[src/rtl/gestor_eventos.sv]
// gestor_eventos
//   Sits between the debounce/toggle stage and the pet state machine. Each
//   toggle-per-event input is synchronised and edge-detected into a one-shot
//   event. Events are queued as one pending bit per source, arbitrated by
//   fixed priority, and handed to the state machine one at a time over a
//   valid/ack handshake. The block also owns the test-mode flag.
//
// Ports
//   clk           system clock, posedge
//   reset         asynchronous active-low reset
//   tog_test      toggles once per debounced test press
//   tog_energia   toggles once per energia press
//   tog_medicina  toggles once per medicina press
//   tog_fot       toggles once per photocell event
//   tog_ult       toggles once per ultrasonic event
//   cmd_ack       state machine accepts the current command
//   cmd_valid     command presented
//   cmd_code      1=TEST 2=MEDICINA 3=ENERGIA 4=FOT 5=ULT, 0=none
//   test_mode     test mode active
//   busy          any pending bit set or FSM not idle
//   overflow_err  sticky: event arrived while its source was already pending
//   timeout_err   sticky: a command was dropped on timeout
module gestor_eventos #(
  parameter int unsigned N_TIMEOUT = 16,
  parameter int unsigned N_PRIME   = 3
) (
  input  logic       clk,
  input  logic       reset,
  input  logic       tog_test,
  input  logic       tog_energia,
  input  logic       tog_medicina,
  input  logic       tog_fot,
  input  logic       tog_ult,
  input  logic       cmd_ack,
  output logic       cmd_valid,
  output logic [2:0] cmd_code,
  output logic       test_mode,
  output logic       busy,
  output logic       overflow_err,
  output logic       timeout_err
);

  localparam int unsigned PW = (N_PRIME < 1) ? 1 : $clog2(N_PRIME + 1);
  localparam int unsigned TW = $clog2(N_TIMEOUT);
  localparam logic [PW-1:0] PRIME_END = PW'(N_PRIME);
  localparam logic [TW-1:0] TMAX      = TW'(N_TIMEOUT - 1);

  typedef enum logic [1:0] {
    IDLE  = 2'd0,
    ISSUE = 2'd1,
    GAP   = 2'd2
  } state_t;

  // Bit order: test, medicina, energia, fot, ult (bit 4 has highest priority).
  logic [4:0]    tog_w;
  logic [4:0]    sync1_q, sync2_q, prev_q;
  logic [4:0]    pend_q, pend_d;
  logic [4:0]    evt, clr;
  logic [PW-1:0] prime_q, prime_d;
  logic          priming;
  logic [TW-1:0] tcnt_q, tcnt_d;
  logic [2:0]    code_q, code_d, win_code;
  logic          test_mode_q, test_mode_d;
  logic          ovf_q, ovf_d;
  logic          tmo_err_q, tmo_err_d;
  logic          xfer, tmo;
  state_t        state_q, state_d;

  assign tog_w = {tog_test, tog_medicina, tog_energia, tog_fot, tog_ult};

  // prev always tracks sync2, so changes seen during priming are absorbed.
  assign priming = (prime_q < PRIME_END);
  assign prime_d = priming ? prime_q + 1'b1 : prime_q;

  // fot/ult events are dropped outright in test mode: never pended, never overflow.
  assign evt = (sync2_q ^ prev_q)
             & {5{~priming}}
             & {3'b111, {2{~test_mode_q}}};

  always_comb begin : arbiter
    win_code = 3'd0;
    if      (pend_q[4]) win_code = 3'd1;
    else if (pend_q[3]) win_code = 3'd2;
    else if (pend_q[2]) win_code = 3'd3;
    else if (pend_q[1]) win_code = 3'd4;
    else if (pend_q[0]) win_code = 3'd5;
  end

  // State register
  always_ff @(posedge clk or negedge reset) begin
    if (!reset) state_q <= IDLE;
    else        state_q <= state_d;
  end

  // Next-state logic
  always_comb begin : next_state
    state_d = state_q;
    code_d  = code_q;
    tcnt_d  = tcnt_q;
    xfer    = 1'b0;
    tmo     = 1'b0;
    case (state_q)
      IDLE: begin
        if (|pend_q) begin
          state_d = ISSUE;
          code_d  = win_code;
          tcnt_d  = '0;
        end
      end
      ISSUE: begin
        if (cmd_ack) begin
          xfer    = 1'b1;
          state_d = GAP;
          code_d  = '0;
        end else if (tcnt_q == TMAX) begin
          tmo     = 1'b1;
          state_d = GAP;
          code_d  = '0;
        end else begin
          tcnt_d = tcnt_q + 1'b1;
        end
      end
      GAP:     state_d = IDLE;
      default: state_d = IDLE;
    endcase
  end

  // Output logic
  always_comb begin : outputs
    cmd_valid    = (state_q == ISSUE);
    cmd_code     = (state_q == ISSUE) ? code_q : 3'd0;
    busy         = (|pend_q) || (state_q != IDLE);
    test_mode    = test_mode_q;
    overflow_err = ovf_q;
    timeout_err  = tmo_err_q;
  end

  always_comb begin : pend_update
    clr = '0;
    if (xfer || tmo) begin
      case (code_q)
        3'd1:    clr = 5'b10000;
        3'd2:    clr = 5'b01000;
        3'd3:    clr = 5'b00100;
        3'd4:    clr = 5'b00010;
        3'd5:    clr = 5'b00001;
        default: clr = '0;
      endcase
    end
    // An event landing on the clearing edge re-sets the bit without overflow.
    pend_d      = (pend_q & ~clr) | evt;
    ovf_d       = ovf_q | (|(evt & pend_q & ~clr));
    tmo_err_d   = tmo_err_q | tmo;
    test_mode_d = (xfer && (code_q == 3'd1)) ? ~test_mode_q : test_mode_q;
  end

  always_ff @(posedge clk or negedge reset) begin
    if (!reset) begin
      sync1_q     <= '0;
      sync2_q     <= '0;
      prev_q      <= '0;
      pend_q      <= '0;
      prime_q     <= '0;
      tcnt_q      <= '0;
      code_q      <= '0;
      test_mode_q <= 1'b0;
      ovf_q       <= 1'b0;
      tmo_err_q   <= 1'b0;
    end else begin
      sync1_q     <= tog_w;
      sync2_q     <= sync1_q;
      prev_q      <= sync2_q;
      pend_q      <= pend_d;
      prime_q     <= prime_d;
      tcnt_q      <= tcnt_d;
      code_q      <= code_d;
      test_mode_q <= test_mode_d;
      ovf_q       <= ovf_d;
      tmo_err_q   <= tmo_err_d;
    end
  end

endmodule

[config.mk]
export PLATFORM = sky130hd
export DESIGN_NAME = gestor_eventos
export DESIGN_NICKNAME = d
export VERILOG_FILES = /design/src/rtl/gestor_eventos.sv
export SDC_FILE = /design/constraint.sdc
export NUM_CORES = 1
export LEC_CHECK = 0
export ABC_AREA = 1
export BUFFER_PORTS_ARGS = -buffer_cell sky130_fd_sc_hd__buf_2
export CORE_AREA = 2 2 57 59
export DETAILED_ROUTE_END_ITERATION = 10
export DIE_AREA = 0 0 59 61
export HOLD_SLACK_MARGIN = 0.15
export PLACE_DENSITY = 0.7
export SYNTH_ARGS = -nofsm -noshare
export SYNTH_HDL_FRONTEND = slang
export SYNTH_SLANG_ARGS = --single-unit
[constraint.sdc]
create_clock -name clk -period 1.3 [get_ports clk]
set_clock_uncertainty 0.05 [all_clocks]
set_input_delay 0.195 -clock clk [delete_from_list [all_inputs] [get_ports clk]]
set_output_delay 0.195 -clock clk [all_outputs]
set_load 0.03 [all_outputs]
======== After elaboration in Yosys (flattened, before gate mapping) ========
Cells that the tools add are included.
operators by class
  add/sub/neg operators ................... 2
  multipliers ............................. 0
  magnitude comparators ................... 1
  reduce and logical (&&, ||, !) cells .... 11
  div/mod/pow operators ................... 0
  multiplexer cells ....................... 25
  bitwise logic cells ..................... 12
  shift-type cells ........................ 0
  equality and inequality tests ........... 11
operators with widths
  kind                                                                      count
  3-bit 2-to-1 mux                                                          9
  5-bit bitwise AND                                                         5
  5-bit one-hot mux with 5 select lines                                     1
  4-bit 2-to-1 mux                                                          3
  5-bit OR reduction                                                        2
  4-bit one-hot mux with 2 select lines                                     1
  3-bit by 2-bit equality test with 1-bit output (second input constant)    2
  3-bit equality test (second input constant)                               2
  2-bit 2-to-1 mux                                                          3
  2-bit inequality test (second input constant)                             3
  3-bit one-hot mux with 2 select lines                                     1
  1-bit 2-to-1 mux                                                          5
  5-bit 2-to-1 mux                                                          1
  5-bit NOT                                                                 1
  5-bit bitwise OR                                                          1
  5-bit XOR                                                                 1
  4-bit by 1-bit adder with 4-bit output (second input constant)            1
  4-bit equality test (second input constant)                               1
  2-bit one-hot mux with 2 select lines                                     1
  4-bit AND reduction                                                       1
  2-bit nonzero test                                                        2
  3-bit by 1-bit equality test with 1-bit output (second input constant)    1
  3-bit by 2-bit inequality test with 1-bit output (second input constant)  1
  3-bit AND reduction                                                       1
  9 further kinds                                                           12
storage, ports and cells
  bits in latches ......................... 0
  output and inout bits ................... 8
  bits in read-only memories .............. 0
  bits of input ports ..................... 8
  memories ................................ 0
  logic and storage cells ................. 73
  register bits ........................... 34
  RAM bits ................................ 0

======== Logic depth before layout (Yosys ltp) ========
Gate-level depths: netlist of the first run.
  depth in word-level cells ............... 10
  depth in mapped cells ................... 9

======== Worst setup path after synthesis of the first run ========
OpenSTA, ideal clock, no wires.
  path kind ............................... reg2reg
  from .................................... register state_q[0]
  to ...................................... register code_q[0]
  data arrival time ....................... 1.265 ns
  buffers on the path ..................... 0
  stages on the path, launching flop included .. 6
  period minus slack after synthesis ...... 1.397 ns
  path slack .............................. -0.097 ns
  data required time ...................... 1.168 ns
  cells stage by stage .................... dfrtp_1 nor2_1 nand4_1 nand2_1 nor2_1 o22ai_1
on the way
  cells in the longest elaborated chain, start to end .. 3
  elaborated cells on any way between the ends .. 7
  those cells by class .................... eq/ne (3); mux (1); reduce/logical (3)
ends and longest elaborated chain
  element                                                                                   line  source
  from (decl)                                                                               67    state_t state_q, state_d;
  from (signal assigned)                                                                    92    else state_q <= state_d;
  2-bit by 1-bit equality test with 1-bit output / 2-bit zero test (equally long branches)  102   case (state_q)
  3-bit by 2-bit inequality test with 1-bit output (no line), or another cell as far along  -
  3-bit AND reduction (no line)                                                             -
  to (signal assigned)                                                                      176   code_q <= code_d;
  to (decl)                                                                                 62    logic [2:0] code_q, code_d, win_code;
Several ways; a longest one is shown, not always the timed one.
A chain may end at the register's enable or synchronous reset.

======== Worst setup path after layout of the first run ========
  from .................................... register state_q[0]
  to ...................................... output port busy
on the way
  cells in the longest elaborated chain, start to end .. 2
ends and longest elaborated chain
  element             line  source
  2-bit nonzero test  132   busy = (|pend_q) || (state_q != IDLE);
  1-bit logical OR    132
  to (decl)           38    output logic busy,
Every way passes these cells.

==> results.env, run 1 <==
FINAL_CORE_UTIL_PCT=65.0
CRIT_ARRIVAL_PS=1240
MULTI_INPUT_AREA_SQ_UM=576
TYPE_OF_THE_MOST_CRITICAL_HOLD_PATH='input pin to flip-flop'
ROUTE.ANTENNA.REMAINING_NETS=0
DP.FINAL_HPWL_MICRONS=2110
COREAREA_SQ_UM=2950
INITIAL_UTILIZATION_PCT=48.5
NFILLCELLS=257
INSERTEDDIODECOUNT=0
AREA_GROWTH_PCT=33.9
CLOCK_INSERTION_DELAY_WORST_SKEW_PS=330
AVGVIACOUNTPERCELL=5.10
CRIT_PATH_START_KIND='flip-flop'
POWERDENSITY_nW_PER_UM2=1630
POST_ROUTE_CELLS_DRIVE_ABOVE_1_SHARE_PCT=33.0
BOUNDARYPINS=16
CTS_CLOCK_PIN_SLEW_FOR_THE_WORST_SETUP_AND_HOLD_PATHS_PS=100
DRT_PRE_ANTENNA_ITERS=4
SYNTH_FP_NETS=160
CRITICAL_PATH.MAX_FANOUT=3
MAX-VDD-IR-DROP_uV=982
RELSLEWSLACK_PCT=75.3
LEAKAGEPOWER_uW=0.000936
CRITICAL_PATH.SLOWEST_CELL='sky130_fd_sc_hd__dfrtp_2'
GRT_SETUP_UNREPAIRED='true'
DR_TOTAL_VIAS=1173
TIMING_HOLD_VIOLATIONS_FINAL=0
STDCELL_COUNT=230
PORT_BUFFERS=15
CTS_TREE='done'
CRITICALPATHCATEGORY='flip-flop to output port'
GLOBAL_ROUTE_WIRE_LENGTH_BEFORE_REPAIR_MICRONS=4950
CLOCK_SINK_COUNT=34
POST-PLACE-CELLS=207
DRV.MAX_CAP_VIOLATION_COUNT=0
NUM_ROWS=20
CLK_ROOT_BUFFER_CELL='sky130_fd_sc_hd__clkbuf_4'
FAILED_CHECKS='negative setup slack'
DOMINANTREGCELLSYNTH='sky130_fd_sc_hd__dfrtp_1'
LAYOUT.NETS=207
FINAL-SEQ-AREA_SQ_UM=853
OUTCOME='finished with violations'
POST_DP_CELL_AREA_SQ_UM=1630
VIAS_IN_THE_FIRST_GLOBAL_ROUTE=1183
EDFF_COUNT_SYNTH=0
DIE_W_MICRONS=59
FMAX_MHz=675
FINAL.PERIOD_UTILIZATION_PCT=114
ASYNC_FLOP_SHARE_PCT=100
WL_MICRONS=3040
H-TREE-DEPTH=2
DETAIL_ROUTE.DRC_VIOLATIONS=0
WORST_CASE_CLOCK_BUFFER_DEPTH=2
DIE_HEIGHT_MICRONS=61
GLOBAL_ROUTE.OVERFLOW_TOTAL=0
SYNTH-SEQ-CELLS=34
TOTAL_POWER_uW=3120
FINALWORSTPATHREQUIREDPERIOD_PS=1480
DIE-AREA_SQ_UM=3600
POST-PLACE-WS_PS=-82.5
SYNTH-SEQ-AREA-SHARE_PCT=59.4
WL_PER_CELL_MICRONS=13.2
LARGEST_NET_DEGREE_AT_THE_START_OF_GLOBAL_ROUTING=20
YOSYS.CELL_TYPES.COUNT=22
SYNTH_AREA_PER_CELL_SQ_UM=9.55
TRANSITION_TIME_OF_THE_TIGHTEST_SLEW_CHECK_PIN_PS=371
FINALWEIGHTEDCONGESTION=0.858
MAXSLEWVIOLCOUNT=0
CP_DATA_REQUIRED_TIME_PS=1050
CRITICAL-PATH-MAX-STAGE-DELAY_PS=460
GRT.TOTAL_USAGE_PCT=19.0
TOTAL_NUMBER_OF_YOSYS_WARNINGS=0
FIRST_ITERATION_DETAILED_ROUTING_DRC_COUNT=32
SETUP_VIOLATIONS=15
END_KIND='output port'
NUMBER_OF_ANTENNA_VIOLATIONS_AT_THE_FIRST_CHECK_IN_GLOBAL_ROUTING=0
SYNTH_AREA_SQ_UM=1430
SYNTHESIS.INSTANCES=150
CRIT_CHAIN='nor2_4, nand4_1, buf_6'
FIN_AREA_SQ_UM=1920
WORST_SLACK_PS=-182
CTS-BUFFERS-INSERTED=5
==> cells by family after synthesis <==
| kind of cell | count (synthesis) | share of synthesized area, % |
|---|---|---|
| AO/OA/AOI/OAI | 16 | 6.81 |
| flip-flops | 34 | 59.4 |
| XOR/XNOR | 2 | 1.22 |
| AND/OR/NAND/NOR | 78 | 26.1 |
| buffers and inverters | 18 | 4.72 |
| adder cells (fa/ha/maj) | 2 | 1.75 |
==> layout make-up <==
| class | count | share of cell area [%] |
|---|---|---|
| Clock inverter | 1 | 0.391 |
| Sequential cell | 34 | 44.5 |
| Multi-Input combinational cell | 98 | 30.0 |
| Tap cell | 33 | 2.15 |
| Timing Repair Buffer | 40 | 17.3 |
| Inverter | 18 | 3.52 |
| Clock buffer | 6 | 2.15 |
==> worst paths after layout <==
path                            startpoint      endpoint  slack [ps]  cells after the start
max in group asynchronous            reset    sync2_q[2]         510                      3
worst max register to register  state_q[1]  overflow_err        -180                      9
worst min register to register  sync1_q[2]    sync2_q[2]         310                      0
worst min-delay path               cmd_ack    state_q[1]         240                      3
worst max-delay path            state_q[0]          busy        -180                      3
min in group asynchronous            reset     tcnt_q[2]         260                      2
==> state kept, by name (all words and copies together) (netlist names) <==
name / cells
pend_q: 5
prev_q: 5
sync1_q: 5
sync2_q: 5
tcnt_q: 4
code_q: 3
prime_q: 2
state_q: 2
overflow_err: 1
test_mode: 1
timeout_err: 1
==> power breakdown <==
| group | switching, uW | total [uW] | internal [uW] | leakage (uW) |
|---|---|---|---|---|
| sequential | 128 | 1320 | 1190 | 0.000387 |
| combinational | 723 | 1270 | 549 | 0.000525 |
| clock | 325 | 526 | 202 | 0.0000243 |
==> stage by stage <==
stage	TNS, ps	hold slack [ps]
2_1_floorplan	-205	-151
3_3_place_gp	-29.2	79.3
3_5_place_dp	-82.5	80.9
4_1_cts	-1150	174
5_1_grt	-2430	235
6_report	-1250	240
==> layout by cell type (no fill, tap or decap), drive strengths merged <==
cell type and n:
nand4 1, clkbuf 6, nand3 10, nor3 6
dfrtp 34, xnor2 2, inv 18, ha 2
nand3b 1, dlygate4sd3 7, buf 33, clkinvlp 1
nor2 20, o21bai 1, a21oi 6, o22ai 3
nand2 39, o21ai 6, or2 1
==> metal layers <==
layer  wire (microns)  track usage [%]
met5                0                0
met4               61             9.42
met3              129             6.61
met2             1570             32.1
met1             1280             21.7
==> Yosys cell counts (all sizes together), types with 2 or more instances <==
library cell	count	share of area (%)
nor2	20	5.9
nand3	10	5.2
inv	18	4.7
ha	2	1.7
nor3	6	2.1
o21ai	6	2.1
xnor2	2	1.2
nand2	39	11
a21oi	6	2.9
dfrtp	34	59
o22ai	3	1.3
==> critical path: cells and delay by family (launching register included) <==
kind | cells | cell delay (ps)
AND/OR/NAND/NOR | 2 | 270
buffers and inverters | 1 | 170
flip-flops | 1 | 460
==> repair_timing <==
action | in CTS | in global routing
setup endpoints to repair | 9 | 19
resized for setup | 20 | 13
hold buffers | 7 | 0
endpoints found under the hold margin | 40 | 0
pin swaps | 6 | 10
buffers inserted | 6 | 3
Note: power is estimated with default switching activity, not from simulation.
==> inputs of run 2 (changes only) <==
CORE_AREA = 2 2 73 75   (was 2 2 57 59)
DIE_AREA = 0 0 75 77   (was 0 0 59 61)
PLACE_DENSITY = unset   (was 0.7)
==> results.env, run 2 (synthesized netlist as in run 1, its figures left out) <==
CRIT_ARRIVAL_PS=1210
POWERDENSITY_nW_PER_UM2=1790
CRITICAL_PATH.SLOWEST_CELL='sky130_fd_sc_hd__dfrtp_2'
INITIAL_UTILIZATION_PCT=28.8
BOUNDARYPINS=16
TIMING_HOLD_VIOLATIONS_FINAL=0
WORSTPATHBUFFERINVERTERCOUNT=1
FIRST_ITERATION_DETAILED_ROUTING_DRC_COUNT=41
CRITICAL-PATH-MAX-STAGE-DELAY_PS=450
TOTAL_POWER_uW=3710
CRIT_PATH_START_KIND='flip-flop'
CRIT_CHAIN='nor2_4, nand4_1, buf_6'
GRT.TOTAL_USAGE_PCT=11.2
POST-PLACE-WS_PS=-88.7
INSERTEDDIODECOUNT=0
DR_TOTAL_VIAS=1131
PORT_BUFFERS=15
NUM_ROWS=26
CTS-BUFFERS-INSERTED=5
POST_ROUTE_CELLS_DRIVE_ABOVE_1_SHARE_PCT=34.7
MAX-VDD-IR-DROP_uV=689
MULTI_INPUT_AREA_SQ_UM=591
GLOBAL_ROUTE_WIRE_LENGTH_BEFORE_REPAIR_MICRONS=4930
COREAREA_SQ_UM=4980
LEAKAGEPOWER_uW=0.000987
FINAL.PERIOD_UTILIZATION_PCT=112
FMAX_MHz=686
WORST_SLACK_PS=-158
NUMBER_OF_ANTENNA_VIOLATIONS_AT_THE_FIRST_CHECK_IN_GLOBAL_ROUTING=0
MOSTFREQUENTLAYOUTCELLS='35 x sky130_fd_sc_hd__nand2_1, 32 x sky130_fd_sc_hd__dfrtp_1, 19 x sky130_fd_sc_hd__buf_4'
RELSLEWSLACK_PCT=73.8
DETAIL_ROUTE.DRC_VIOLATIONS=0
WL_MICRONS=2830
GRT_SETUP_UNREPAIRED='true'
CRITICAL_PATH.MAX_FANOUT=3
DRT_PRE_ANTENNA_ITERS=4
FIN_AREA_SQ_UM=2080
MAXSLEWVIOLCOUNT=0
END_KIND='output port'
DIE-AREA_SQ_UM=5780
DIE_W_MICRONS=75
CLOCK_INSERTION_DELAY_WORST_SKEW_PS=280
AVGVIACOUNTPERCELL=4.16
AREA_GROWTH_PCT=45.0
GLOBAL_ROUTE.OVERFLOW_TOTAL=0
WL_PER_CELL_MICRONS=10.4
LAYOUT_COMMONEST_CELL='sky130_fd_sc_hd__nand2_1'
CTS_TREE='done'
FINALWORSTPATHREQUIREDPERIOD_PS=1460
CLOCK_SINK_COUNT=34
TYPE_OF_THE_MOST_CRITICAL_HOLD_PATH='input pin to flip-flop'
SETUP_VIOLATIONS=15
WORST_CASE_CLOCK_BUFFER_DEPTH=2
LARGEST_NET_DEGREE_AT_THE_START_OF_GLOBAL_ROUTING=19
CRITICALPATHCATEGORY='flip-flop to output port'
FAILED_CHECKS='negative setup slack'
ROUTE.ANTENNA.REMAINING_NETS=0
NFILLCELLS=491
TRANSITION_TIME_OF_THE_TIGHTEST_SLEW_CHECK_PIN_PS=393
FINALWEIGHTEDCONGESTION=0.810
VIAS_IN_THE_FIRST_GLOBAL_ROUTE=1151
H-TREE-DEPTH=2
LAYOUT.NETS=211
DP.FINAL_HPWL_MICRONS=1940
FIN_TNS_SETUP_PS=-1440
POST_DP_CELL_AREA_SQ_UM=1700
FINAL-SEQ-AREA_SQ_UM=853
CLK_ROOT_BUFFER_CELL='sky130_fd_sc_hd__clkbuf_8'
DRV.MAX_CAP_VIOLATION_COUNT=0
FINAL.HOLD.WORST_SLACK_PS=190
CP_DATA_REQUIRED_TIME_PS=1050
CRIT_FAMILY='flip-flops'
CTS_CLOCK_PIN_SLEW_FOR_THE_WORST_SETUP_AND_HOLD_PATHS_PS=70
DIE_HEIGHT_MICRONS=77
OUTCOME='finished with violations'
run 2: changes by cell type in the layout (fill, tap and decap cells not counted), moves of 2 or more:
cell	before	now
sky130_fd_sc_hd__clkbuf_4	5	0
sky130_fd_sc_hd__o21ai_2	0	2
sky130_fd_sc_hd__nand2_1	32	35
sky130_fd_sc_hd__clkbuf_8	0	5
sky130_fd_sc_hd__o21ai_1	3	1
sky130_fd_sc_hd__nand2_2	5	2
sky130_fd_sc_hd__buf_4	15	19
run 2: repair_timing:
item | in CTS | in global routing
setup buffers | 6 | 7
gates resized for setup | 24 | 11
hold buffers | 6 | 0
endpoints found under the setup margin | 10 | 20
hold endpoints to repair | 39 | 0
pin swaps | 6 | 6
run 2: layout make-up:
type | count | area share, %
inverters | 18 | 3.25
repair buffers | 44 | 17.9
clock buffers | 7 | 3.67
clock inverters | 1 | 1.45
multi-input cells | 98 | 28.4
well taps | 70 | 4.22
flip-flops and latches | 34 | 41.1
run 2: per-layer routing:
layer | wire length [microns] | global-route usage (%)
met1 | 1300 | 14.2
met2 | 1330 | 16.5
met3 | 152 | 4.34
met4 | 54 | 5.36
met5 | 0 | 0
run 2: final timing paths:
path	slack, ps	cells after the start	from	endpoint
worst max-delay path	-160	3	state_q[0]	busy
worst min-delay path	190	3	cmd_ack	test_mode
worst max register to register	-100	9	state_q[1]	overflow_err
worst min register to register	300	0	sync1_q[1]	sync2_q[1]
max in group asynchronous	460	3	reset	state_q[0]
min in group asynchronous	310	2	reset	tcnt_q[1]
run 2: power breakdown:
| part | internal, uW | switching [uW] | total [uW] |
|---|---|---|---|
| clock | 573 | 370 | 943 |
| combinational | 679 | 761 | 1440 |
| sequential | 1190 | 136 | 1330 |
run 2: per-stage QoR:
step	utilization (%)	instances
after global routing	41.7	272
after CTS	40.0	265
after detailed placement	34.2	245
final	41.7	272
after global placement	34.2	245
after floorplan	-	150
run 2: worst reg2reg max path, delay by kind of cell, from the launching register on:
family,cells,cell delay (ps)
DFF,1,440
AOI/OAI and AO/OA,1,170
and+or+nand+nor,6,420
buffers and inverters,2,210
==> inputs of run 3 (changes only) <==
CORE_AREA = 2 2 81 67   (was 2 2 73 75)
DIE_AREA = 0 0 83 69   (was 0 0 75 77)
==> results.env, run 3 (synthesized netlist as in run 1, its figures left out) <==
POWERDENSITY_nW_PER_UM2=1710
NUM_ROWS=23
LAYOUT_COMMONEST_CELL='sky130_fd_sc_hd__dfrtp_1'
FAILED_CHECKS='negative setup slack'
CRITICAL-PATH-MAX-STAGE-DELAY_PS=400
ROUTE.ANTENNA.REMAINING_NETS=0
CRITICAL_PATH.SLOWEST_CELL='sky130_fd_sc_hd__dfrtp_1'
CTS_CLOCK_PIN_SLEW_FOR_THE_WORST_SETUP_AND_HOLD_PATHS_PS=70
SETUP_VIOLATIONS=20
CRITICAL_PATH.MAX_FANOUT=2
DIE_HEIGHT_MICRONS=69
WORST_CASE_CLOCK_BUFFER_DEPTH=2
VIAS_IN_THE_FIRST_GLOBAL_ROUTE=1077
COREAREA_SQ_UM=4920
DIE-AREA_SQ_UM=5730
CRIT_ARRIVAL_PS=1200
FINAL.PERIOD_UTILIZATION_PCT=111
FIRST_ITERATION_DETAILED_ROUTING_DRC_COUNT=54
DIE_W_MICRONS=83
CRIT_FAMILY='flip-flops'
MOSTFREQUENTLAYOUTCELLS='32 x sky130_fd_sc_hd__dfrtp_1, 31 x sky130_fd_sc_hd__nand2_1, 21 x sky130_fd_sc_hd__buf_4'
BOUNDARYPINS=16
STDCELL_COUNT=266
CTS-BUFFERS-INSERTED=5
WORST_SLACK_PS=-148
INSERTEDDIODECOUNT=0
CRIT_CHAIN='nor2_2, nand4_1, buf_6'
INITIAL_UTILIZATION_PCT=29.1
DRT_PRE_ANTENNA_ITERS=4
WORSTPATHBUFFERINVERTERCOUNT=1
NUMBER_OF_ANTENNA_VIOLATIONS_AT_THE_FIRST_CHECK_IN_GLOBAL_ROUTING=0
MAXSLEWVIOLCOUNT=0
POST_ROUTE_CELLS_DRIVE_ABOVE_1_SHARE_PCT=37.7
LEAKAGEPOWER_uW=0.000992
LAYOUT.NETS=213
AVGVIACOUNTPERCELL=4.20
LARGEST_NET_DEGREE_AT_THE_START_OF_GLOBAL_ROUTING=35
CRIT_PATH_START_KIND='flip-flop'
CLOCK_INSERTION_DELAY_WORST_SKEW_PS=280
GRT.TOTAL_USAGE_PCT=11.3
FMAX_MHz=690
CTS_TREE='done'
DP.FINAL_HPWL_MICRONS=1850
H-TREE-DEPTH=2
FINALWORSTPATHREQUIREDPERIOD_PS=1450
MAX-VDD-IR-DROP_uV=898
POST-PLACE-WS_PS=-105
AREA_GROWTH_PCT=46.1
FINALWEIGHTEDCONGESTION=0.850
DR_TOTAL_VIAS=1118
TRANSITION_TIME_OF_THE_TIGHTEST_SLEW_CHECK_PIN_PS=398
TYPE_OF_THE_MOST_CRITICAL_HOLD_PATH='input pin to flip-flop'
CLK_ROOT_BUFFER_CELL='sky130_fd_sc_hd__clkbuf_8'
DRV.MAX_CAP_VIOLATION_COUNT=0
END_KIND='output port'
DETAIL_ROUTE.DRC_VIOLATIONS=0
TIMING_HOLD_VIOLATIONS_FINAL=0
RELSLEWSLACK_PCT=73.3
GLOBAL_ROUTE.OVERFLOW_TOTAL=0
POST-PLACE-CELLS=236
GLOBAL_ROUTE_WIRE_LENGTH_BEFORE_REPAIR_MICRONS=5110
FINAL_CORE_UTIL_PCT=42.5
CP_DATA_REQUIRED_TIME_PS=1050
CLOCK_SINK_COUNT=34
OUTCOME='finished with violations'
GRT_SETUP_UNREPAIRED='true'
WL_MICRONS=2810
PORT_BUFFERS=15
CRITICALPATHCATEGORY='flip-flop to output port'
WL_PER_CELL_MICRONS=10.6
==> run 3: final cells by class <==
type | count | area [sq um]
Fill cell | 464 | 2830
Sequential cell | 34 | 853
Multi-Input combinational cell | 98 | 611
Timing Repair Buffer | 46 | 378
Tap cell | 62 | 77.6
Clock buffer | 7 | 76.3
Inverter | 18 | 67.6
Clock inverter | 1 | 30.0
==> run 3: per-layer routing <==
metal	up-vias	global-route usage [%]	routed length (microns)
li1	580	-	-
met1	518	16.1	1430
met2	16	15.1	1250
met3	4	5.03	96
met4	0	3.83	34
met5	-	0	0
==> run 3: worst register-to-register path, cell delays in order (launching register included) <==
cell and delay (ps):
sky130_fd_sc_hd__dfrtp_2 450, sky130_fd_sc_hd__inv_2 80, sky130_fd_sc_hd__nand2_4 50, sky130_fd_sc_hd__buf_4 140
sky130_fd_sc_hd__a21oi_4 190, sky130_fd_sc_hd__nand2_2 80, sky130_fd_sc_hd__nand2_1 60, sky130_fd_sc_hd__nand2_1 50
sky130_fd_sc_hd__nor2_1 110, sky130_fd_sc_hd__nand2_1 60
==> run 3: path summary, 6_finish.rpt <==
kind | startpoint | end | slack [ps] | depth (start not counted)
worst max-delay path | pend_q[0] | busy | -150 | 3
worst min-delay path | cmd_ack | test_mode | 170 | 3
worst max register to register | state_q[1] | overflow_err | -120 | 9
worst min register to register | sync1_q[0] | sync2_q[0] | 300 | 0
max in group asynchronous | reset | state_q[1] | 670 | 3
min in group asynchronous | reset | sync1_q[3] | 340 | 3
==> run 3: stage by stage <==
stage / area, sq um / total power [uW] / setup TNS, ps / hold WS [ps]
finish: 2090 / 3590 / -1310 / 171
global route: 2090 / 3840 / -3160 / 174
CTS: 1980 / 3430 / -1080 / 169
detailed placement: 1670 / 2200 / -105 / 117
global placement: 1670 / 2190 / -60.4 / 115
floorplan: 1440 / 1930 / -205 / -151
==> run 3: where the power goes <==
part / internal [uW] / switching [uW]
Combinational: 595 / 739
Clock: 573 / 365
Sequential: 1190 / 123
Total: 2360 / 1230
==> run 3: what timing repair did <==
action	4_1_cts	5_1_grt
endpoints found under the setup margin	7	19
resized for setup	22	21
hold endpoints to repair	39	0
hold buffers	6	0
buffers inserted	10	6
pin swaps	9	8
